===== src/rtl/rotenc_pkg.sv =====
//------------------------------------------------------------------------------
// Module   : rotenc_pkg
// Brief    : Shared types and constants for the rotary encoder controller.
// Revision : 1.0 - initial release
//------------------------------------------------------------------------------
`default_nettype none

package rotenc_pkg;

    typedef enum logic [2:0] {
        REST = 3'd0,
        CW1  = 3'd1,
        CW2  = 3'd2,
        CW3  = 3'd3,
        CCW1 = 3'd4,
        CCW2 = 3'd5,
        CCW3 = 3'd6
    } rotenc_state_t;

    // Idle pin levels: encoder contacts pulled high, switch released
    localparam logic       c_rst_a  = 1'b1;
    localparam logic       c_rst_b  = 1'b1;
    localparam logic       c_rst_sw = 1'b0;
    localparam logic [1:0] c_detent = 2'b11;

endpackage

`default_nettype wire


===== src/rtl/rotenc_db_filt.sv =====
//------------------------------------------------------------------------------
// Module   : rotenc_db_filt
// Brief    : 2-flop synchronizer plus tick-sampled debounce filter for one pin.
// Revision : 1.0 - initial release
//------------------------------------------------------------------------------
`default_nettype none

module rotenc_db_filt #(
    parameter int   DB_SAMPLES = 3,
    parameter logic RST_LVL    = 1'b0
) (
    input  logic clk,
    input  logic reset,
    input  logic tick,
    input  logic pin,
    output logic level
);

    localparam logic [2:0] c_last = 3'(DB_SAMPLES - 1);

    logic [1:0] r_sync;
    logic       r_level;
    logic [2:0] r_cnt;

    always_ff @(posedge clk or posedge reset) begin
        if (reset) begin
            r_sync  <= {2{RST_LVL}};
            r_level <= RST_LVL;
            r_cnt   <= 3'd0;
        end else begin
            r_sync <= {r_sync[0], pin};
            if (tick) begin
                if (r_sync[1] != r_level) begin
                    // Toggle on the DB_SAMPLES-th consecutive differing sample
                    if (r_cnt == c_last) begin
                        r_level <= ~r_level;
                        r_cnt   <= 3'd0;
                    end else begin
                        r_cnt <= r_cnt + 3'd1;
                    end
                end else begin
                    r_cnt <= 3'd0;
                end
            end
        end
    end

    assign level = r_level;

endmodule

`default_nettype wire


===== src/rtl/rotenc_ctrl.sv =====
//------------------------------------------------------------------------------
// Module   : rotenc_ctrl
// Brief    : Pmod rotary encoder controller: debounce, quadrature decode,
//            signed position count, press detect and sticky event flag.
// Revision : 1.0 - initial release
//------------------------------------------------------------------------------
`default_nettype none

module rotenc_ctrl
    import rotenc_pkg::*;
#(
    parameter int TICK_N     = 19,
    parameter int DB_SAMPLES = 3,
    parameter int CNT_W      = 8
) (
    input  logic             clk,
    input  logic             reset,
    input  logic             enc_a,
    input  logic             enc_b,
    input  logic             enc_sw,
    input  logic             clr,
    input  logic             ack,
    output logic [CNT_W-1:0] count,
    output logic             dir,
    output logic             step_pulse,
    output logic             btn_level,
    output logic             btn_press,
    output logic             evt
);

    logic [TICK_N-1:0] r_tick_cnt;
    logic              w_tick;
    logic              w_a_db;
    logic              w_b_db;
    logic              w_sw_db;
    logic [1:0]        w_ab;
    rotenc_state_t     r_state;
    rotenc_state_t     w_state_nxt;
    logic              w_step_cw;
    logic              w_step_ccw;
    logic [CNT_W-1:0]  r_count;
    logic              r_dir;
    logic              r_step_pulse;
    logic              r_sw_prev;
    logic              r_evt;

    always_ff @(posedge clk or posedge reset) begin
        if (reset) r_tick_cnt <= '0;
        else       r_tick_cnt <= r_tick_cnt + TICK_N'(1);
    end

    assign w_tick = (r_tick_cnt == '0);

    rotenc_db_filt #(.DB_SAMPLES(DB_SAMPLES), .RST_LVL(c_rst_a)) u_filt_a (
        .clk(clk), .reset(reset), .tick(w_tick), .pin(enc_a), .level(w_a_db)
    );

    rotenc_db_filt #(.DB_SAMPLES(DB_SAMPLES), .RST_LVL(c_rst_b)) u_filt_b (
        .clk(clk), .reset(reset), .tick(w_tick), .pin(enc_b), .level(w_b_db)
    );

    rotenc_db_filt #(.DB_SAMPLES(DB_SAMPLES), .RST_LVL(c_rst_sw)) u_filt_sw (
        .clk(clk), .reset(reset), .tick(w_tick), .pin(enc_sw), .level(w_sw_db)
    );

    assign w_ab = {w_a_db, w_b_db};

    always_ff @(posedge clk or posedge reset) begin
        if (reset) r_state <= REST;
        else       r_state <= w_state_nxt;
    end

    // A step is only credited when a full detent-to-detent sequence completes
    always_comb begin
        w_state_nxt = r_state;
        w_step_cw   = 1'b0;
        w_step_ccw  = 1'b0;
        case (r_state)
            REST: begin
                if (w_ab == 2'b01)      w_state_nxt = CW1;
                else if (w_ab == 2'b10) w_state_nxt = CCW1;
            end
            CW1: begin
                if (w_ab == 2'b00)         w_state_nxt = CW2;
                else if (w_ab == c_detent) w_state_nxt = REST;
            end
            CW2: begin
                if (w_ab == 2'b10)         w_state_nxt = CW3;
                else if (w_ab == 2'b01)    w_state_nxt = CW1;
                else if (w_ab == c_detent) w_state_nxt = REST;
            end
            CW3: begin
                if (w_ab == c_detent) begin
                    w_state_nxt = REST;
                    w_step_cw   = 1'b1;
                end else if (w_ab == 2'b00) begin
                    w_state_nxt = CW2;
                end
            end
            CCW1: begin
                if (w_ab == 2'b00)         w_state_nxt = CCW2;
                else if (w_ab == c_detent) w_state_nxt = REST;
            end
            CCW2: begin
                if (w_ab == 2'b01)         w_state_nxt = CCW3;
                else if (w_ab == 2'b10)    w_state_nxt = CCW1;
                else if (w_ab == c_detent) w_state_nxt = REST;
            end
            CCW3: begin
                if (w_ab == c_detent) begin
                    w_state_nxt = REST;
                    w_step_ccw  = 1'b1;
                end else if (w_ab == 2'b00) begin
                    w_state_nxt = CCW2;
                end
            end
            default: w_state_nxt = REST;
        endcase
    end

    always_ff @(posedge clk or posedge reset) begin
        if (reset) begin
            r_count      <= '0;
            r_dir        <= 1'b0;
            r_step_pulse <= 1'b0;
            r_sw_prev    <= c_rst_sw;
            r_evt        <= 1'b0;
        end else begin
            r_step_pulse <= w_step_cw | w_step_ccw;
            r_sw_prev    <= w_sw_db;
            // clr has priority over a coincident step
            if (clr)             r_count <= '0;
            else if (w_step_cw)  r_count <= r_count + CNT_W'(1);
            else if (w_step_ccw) r_count <= r_count - CNT_W'(1);
            if (w_step_cw | w_step_ccw) r_dir <= w_step_cw;
            if (r_step_pulse | btn_press) r_evt <= 1'b1;
            else if (ack)                 r_evt <= 1'b0;
        end
    end

    assign count      = r_count;
    assign dir        = r_dir;
    assign step_pulse = r_step_pulse;
    assign btn_level  = w_sw_db;
    assign btn_press  = w_sw_db & ~r_sw_prev;
    assign evt        = r_evt;

endmodule

`default_nettype wire


===== config.mk =====
export PLATFORM = sky130hd
export DESIGN_NAME = rotenc_ctrl
export DESIGN_NICKNAME = d
export VERILOG_FILES = /design/src/rtl/rotenc_pkg.sv /design/src/rtl/rotenc_db_filt.sv /design/src/rtl/rotenc_ctrl.sv
export SDC_FILE = /design/constraint.sdc
export NUM_CORES = 1
export LEC_CHECK = 0
export CAP_MARGIN = 0
export CORE_MARGIN = 3
export CORE_UTILIZATION = 50
export DETAILED_ROUTE_END_ITERATION = 12
export PLACE_DENSITY = 0.71
export SLEW_MARGIN = 40
export SYNTH_ARGS = -nofsm -noshare
export SYNTH_HDL_FRONTEND = slang
export SYNTH_SLANG_ARGS = --single-unit

===== constraint.sdc =====
create_clock -name clk -period 3.4 [get_ports clk]
set_input_delay 0.34 -clock clk [delete_from_list [all_inputs] [get_ports clk]]
set_output_delay 0.34 -clock clk [all_outputs]
set_load 0.02 [all_outputs]

# ---- Word level (Yosys, flattened, before mapping)
# Cells that the tools add are included.
# Widths: inputs -> output; s select.
dict set report word_totals {
  ff_bits 52
  latch_bits 0
  ram_bits 0
  rom_bits 0
  input_bits 7
  out_inout_bits 13
  word_cells 84
  n_memories 0
}
dict set report op_classes {
  addsub 6
  mul 0
  n_div 0
  n_lt_le_gt_ge 0
  n_eq_ne 18
  n_shift 0
  mux 28
  bitwise_logic 7
  reduce_logical 9
}
# operator count
set op_table {}
lappend op_table {{$mux 3} 19}
lappend op_table {{$mux 8} 3}
lappend op_table {{$pmux 3 s7} 1}
lappend op_table {{$add 19x1->19 const B} 1}
lappend op_table {{$logic_not 19->1} 1}
lappend op_table {{$eq 3x2->1 const B} 5}
lappend op_table {{$reduce_and 3->1} 4}
lappend op_table {{$add 3x1->3 const B} 3}
lappend op_table {{$eq 3x3->1 const B} 3}
lappend op_table {{$ne 3x3->1 const B} 3}
lappend op_table {{$add 8x1->8 const B} 1}
lappend op_table {{$sub 8x1->8 const B} 1}
lappend op_table {{$mux 1} 5}
lappend op_table {{$eq 2x2->1 const B} 2}
lappend op_table {{$not 1->1} 4}
lappend op_table {{$eq 3x1->1 const B} 1}
lappend op_table {{$logic_not 3->1} 1}
lappend op_table {{$ne 1x1->1} 3}
lappend op_table {{$reduce_bool 3->1} 1}
lappend op_table {{$eq 2x1->1 const B} 1}
lappend op_table {{$logic_not 2->1} 1}
lappend op_table {{$or 1x1->1} 2}
lappend op_table {{$reduce_bool 2->1} 1}
lappend op_table {{$and 1x1->1} 1}

# ---- Longest topological paths before layout
dict set report depth {
  depth_word 6
  mapped_depth 10
  depth_no_buf 10
}

# ---- Hierarchy
# Synthesis repeated with hierarchy kept, for this count alone.
dict set report unflattened {
  hier_cells 280
  area_unflattened_um2 2803.9
}
# module n_inst cells_each area_each_um2 seq_area_each_um2
set by_module_without_submodules {}
lappend by_module_without_submodules {rotenc_ctrl 1 214 2004.4 850.8}
lappend by_module_without_submodules {{rotenc_db_filt (u_filt_a ...)} 2 22 267.8 153.9}
lappend by_module_without_submodules {{rotenc_db_filt (u_filt_sw)} 1 22 264.0 150.1}

# ---- Worst setup path before layout
# No wires, ideal clock.
dict set report synth_path {
  path_kind {reg2reg}
  start {register u_filt_b.r_level, in the netlist u_filt_b.level}
  end {register r_count[7], in the netlist count[7]}
  setup_time_ps 128
  t_arrival_ps 2660
  required_time_ps 3272
  slack_ps 613
  stages_incl_launch_ff 10
  n_path_buf 0
  period_less_slack_ps 2787
  cell_sequence {dfstp_2 ha_1 and3b_1 nand2_1 ha_1 a211oi_1 nor3_1 a211oi_1 mux2i_1 mux2_1}
}
dict set report synth_via {
  elab_chain_cells 5
  word_cells_on_any_way 7
  classes_between {eq/ne (1); mux (5); reduce/logical (1)}
}
# item line
set synth_rtl {}
lappend synth_rtl {{start: declaration} rotenc_db_filt.sv:22} ;# logic r_level;
lappend synth_rtl {{start signal: assignment} rotenc_db_filt.sv:36} ;# r_level <= ~r_level;
lappend synth_rtl {{$eq 2x2->1 (*)} {rotenc_ctrl.sv:93, rotenc_ctrl.sv:110}}
lappend synth_rtl {{$mux 1 (*)} {rotenc_ctrl.sv:93, rotenc_ctrl.sv:110}}
lappend synth_rtl {{$mux 1} rotenc_ctrl.sv:78} ;# case (r_state)
lappend synth_rtl {{$mux 8} rotenc_ctrl.sv:133} ;# else if (w_step_cw) r_count <= r_count + CNT_W'(1);
lappend synth_rtl {{$mux 8} rotenc_ctrl.sv:132} ;# if (clr) r_count <= '0;
lappend synth_rtl {{end signal: assignment} rotenc_ctrl.sv:133}
lappend synth_rtl {{end signal: assignment} rotenc_ctrl.sv:134} ;# else if (w_step_ccw) r_count <= r_count - CNT_W'(1);
lappend synth_rtl {{end: declaration} rotenc_ctrl.sv:41} ;# logic [CNT_W-1:0] r_count;
# Every way passes the cells marked *; elsewhere a longest branch is shown, timed or not.
# A chain may end at the register's enable or synchronous reset.

# ---- Final worst setup path
# Ends and elaborated chain as after synthesis.

==> flow_summary.ini <==
[status]
status = complete, no violations

[job]
cap_violations = 0

[clock_network]
numCtsBuffers = 5
clock-sinks = 52
worstSkewPairLatency_ns = 0.31
cts_root_buf = clkbuf_8
path_clk_slew_ns = 0.10
cts_tree = yes
cts-resized-gates = 0
ctsHoldBuffers = 0
htreeDepth = 2
cts_max_path_buffers = 2
cts_setup_buffers = 0

[logic_synthesis]
yosysWarnings = 0
synth_area_leader_cell = dfrtp_1
synth.distinct_cells = 50
netlist_area_um2 = 2781
ys_ff_latch = 52
yosys_most_used_dff = dfrtp_1
synth_top_area_share_pct = 41.39
seq_area_frac_synth_pct = 47.05
synthCells = 277
synth_edf_count = 0
yosys-top-cells-count = 46 x dfrtp_1, 28 x nand2_1, 16 x nor2_1, 15 x nand3_1
syn_area_per_cell_um2 = 10.04
netlist_top_cells_area = dfrtp_1 41%, dfstp_2 5.7%, ha_1 5.4%
post-synth-top-count-cell = dfrtp_1
async_reset_ff_share_pct = 100.0
synth_nets = 297

[hold_path]
hp-class = in -> async

[power_and_ir_drop]
switching_share_pct = 21.31
clkPwrFrac_pct = 40.0
power.density_nw_per_um2 = 344.3
seqPwrFrac_pct = 57.6
power.total_mw = 1.085
combPwrFrac_pct = 2.4
vdd_ir_drop_max_mv = 0.2696
p_int_uw = 854.2
power_switching_uw = 231.3
leakage_nw = 1.416

[setup_path]
critPathKind = reg -> reg
path_cells = ha_1, and3b_1, nand2_1, ha_1, a211oi_1, nor3_1, a211oi_1, mux2i_1, mux2_1
critPathSlowestCell = dfstp_2
rrSetupSlack_ns = 0.39
crit_path_end = count[7]
required_ns = 3.60
crit_arrival_ns = 3.21
r2r_end = count[7]
ff2ff_path_depth = 9
end_kind = register
crit_start = u_filt_b.level
r2r_start = u_filt_b.level
critPathLaunchType = register
cpPeakStageDelay_ns = 0.61
worstPathMaxFanout = 9

[route]
wl_um = 4960
vias_per_cell = 5.504
drc_errors = 0
drt_iter0_markers = 75
post_drt_wl_per_cell_um = 13.44
dr.pass1.iters = 4
vias = 2031
postRouteAntennaNets = 0

[cells_and_area]
synthToLayoutAreaGrowth_pct = 13.36
final_layout_size_suffix_gt1_share_pct = 7.692
num_antenna_cells = 0
final_cells = 369
final_nets = 318

[timing]
fin_crit_ns = 3.014
slew_viol_final = 0
setup_violations = 0
relSlewSlack_pct = 59.69
rsz0062_at_grt = false
fmax_mhz = 331.8
worst_slack_ns = 0.3860
period_share_pct = 88.65
tns_ns = 0
hold_ws_ns = 0.3121
finalClockSkew_ns = 0.005728
tightest_slew_ns = 0.5991
hold_viol = 0

[grt]
grt_usage_pct = 17.31
gr-total-overflow = 0
grt_max_degree = 37
grt_pass1_vias = 1952
grt_pass1_wl_um = 8921
antenna_found_initial = 0

[place]
dp_slack_ns = 0.4002
dp.cells = 361
portBuffers = 19
hpwl_um = 3518
place_congestion = 0.8497

[floorplanning]
fp.dieArea_um2 = 6494
die_x_um = 80.59
ioPinCount = 20
rows = 26
coreArea_um2 = 5238
die_y_um = 80.59
start_util_pct = 53.11
## how the worst min path moves through the flow
stage	startpoint	end	slack [ns]	cells past startpoint
after floorplan	u_filt_sw.r_sync[0]	u_filt_sw.r_sync[1]	0.33	0
after global placement	u_filt_sw.r_sync[0]	u_filt_sw.r_sync[1]	0.33	0
after detailed placement	u_filt_sw.r_sync[0]	u_filt_sw.r_sync[1]	0.34	0
after CTS	reset	count[0]	0.32	2
after global routing	reset	r_tick_cnt[4]	0.33	2
final	reset	count[0]	0.31	2
## registers in the layout, summed over array words and instances (netlist names)
register,cells
u_filt_a.r_cnt,3
count,8
u_filt_sw.r_sync,2
dir,1
r_tick_cnt,19
u_filt_a.level,1
u_filt_b.r_sync,2
step_pulse,1
r_state,3
u_filt_b.level,1
u_filt_sw.level,1
evt,1
u_filt_a.r_sync,2
r_sw_prev,1
u_filt_sw.r_cnt,3
u_filt_b.r_cnt,3
## power groups by stage
stage / Clock, mW / Combinational, mW / Sequential, mW
4_1_cts: 0.452 / 0.0273 / 0.626
5_1_grt: 0.478 / 0.0302 / 0.626
3_5_place_dp: 0 / 0.0272 / 0.638
3_3_place_gp: 0 / 0.0273 / 0.638
2_1_floorplan: 0 / 0.0143 / 0.637
6_report: 0.434 / 0.0260 / 0.626
## stage by stage
| step | util [%] | instance area, um2 |
|---|---|---|
| 6_report | 60.20 | 3153 |
| 5_1_grt | 60.20 | 3153 |
| 4_1_cts | 60.20 | 3153 |
| 3_5_place_dp | 57.98 | 3037 |
| 3_3_place_gp | 57.98 | 3037 |
| 2_1_floorplan | - | 2781 |
## cell type report
cell class / instances / area, um2
Clock buffer: 5 / 68.82
Clock inverter: 3 / 47.55
Fill cell: 449 / 2085
Inverter: 13 / 48.80
Multi-Input combinational cell: 204 / 1379
Sequential cell: 52 / 1309
Tap cell: 70 / 87.58
Timing Repair Buffer: 22 / 212.7
## critical path, delay by kind of cell, from the launching register on
kind,cells,cell delay [ns]
AOI/OAI and AO/OA,2,0.62
DFF,1,0.61
muxes,2,0.59
adders and majority gates,2,0.57
and+or+nand+nor,3,0.52
## cells by family after synthesis
kind of cell    count (synthesis)  synth area share, %
buf+inv                        21                3.373
compound gates                 51                12.46
mux                             7                2.699
simple gates                  110                21.05
flops                          52                47.05
xor+xnor                       23                7.242
fa+ha+maj                      13                6.118
## layout by cell type, fill, tap and decap left out, drive strengths merged, types with 2 or more instances in the layout
cell type and n:
nor4 5, nor3 9, nand2b 7, nand4b 2
o21a 2, nand3 15, mux2i 3, ha 12
dfstp 6, nand4 3, and3b 2, xor2 11
nor2b 7, o31ai 2, nand2 28, xnor2 12
clkdlybuf4s50 19, clkbuf 5, buf 3, a22o 3
a211o 3, a211oi 5, or2 2, nor4b 3
mux2 4, and3 5, dfrtp 46, a21oi 9
clkinv 2, nor2 16, nand3b 2, o21bai 2
o211ai 3, inv 13, o21ai 13
## routing by layer
metal | vias up | wire (um) | track usage [%]
met4 | 0 | 63 | 5.574
met1 | 970 | 2465 | 24.59
met2 | 32 | 2260 | 26.41
met5 | - | 0 | 0
li1 | 1022 | - | -
met3 | 7 | 170 | 3.475
Power figures use the tool's default switching activity.
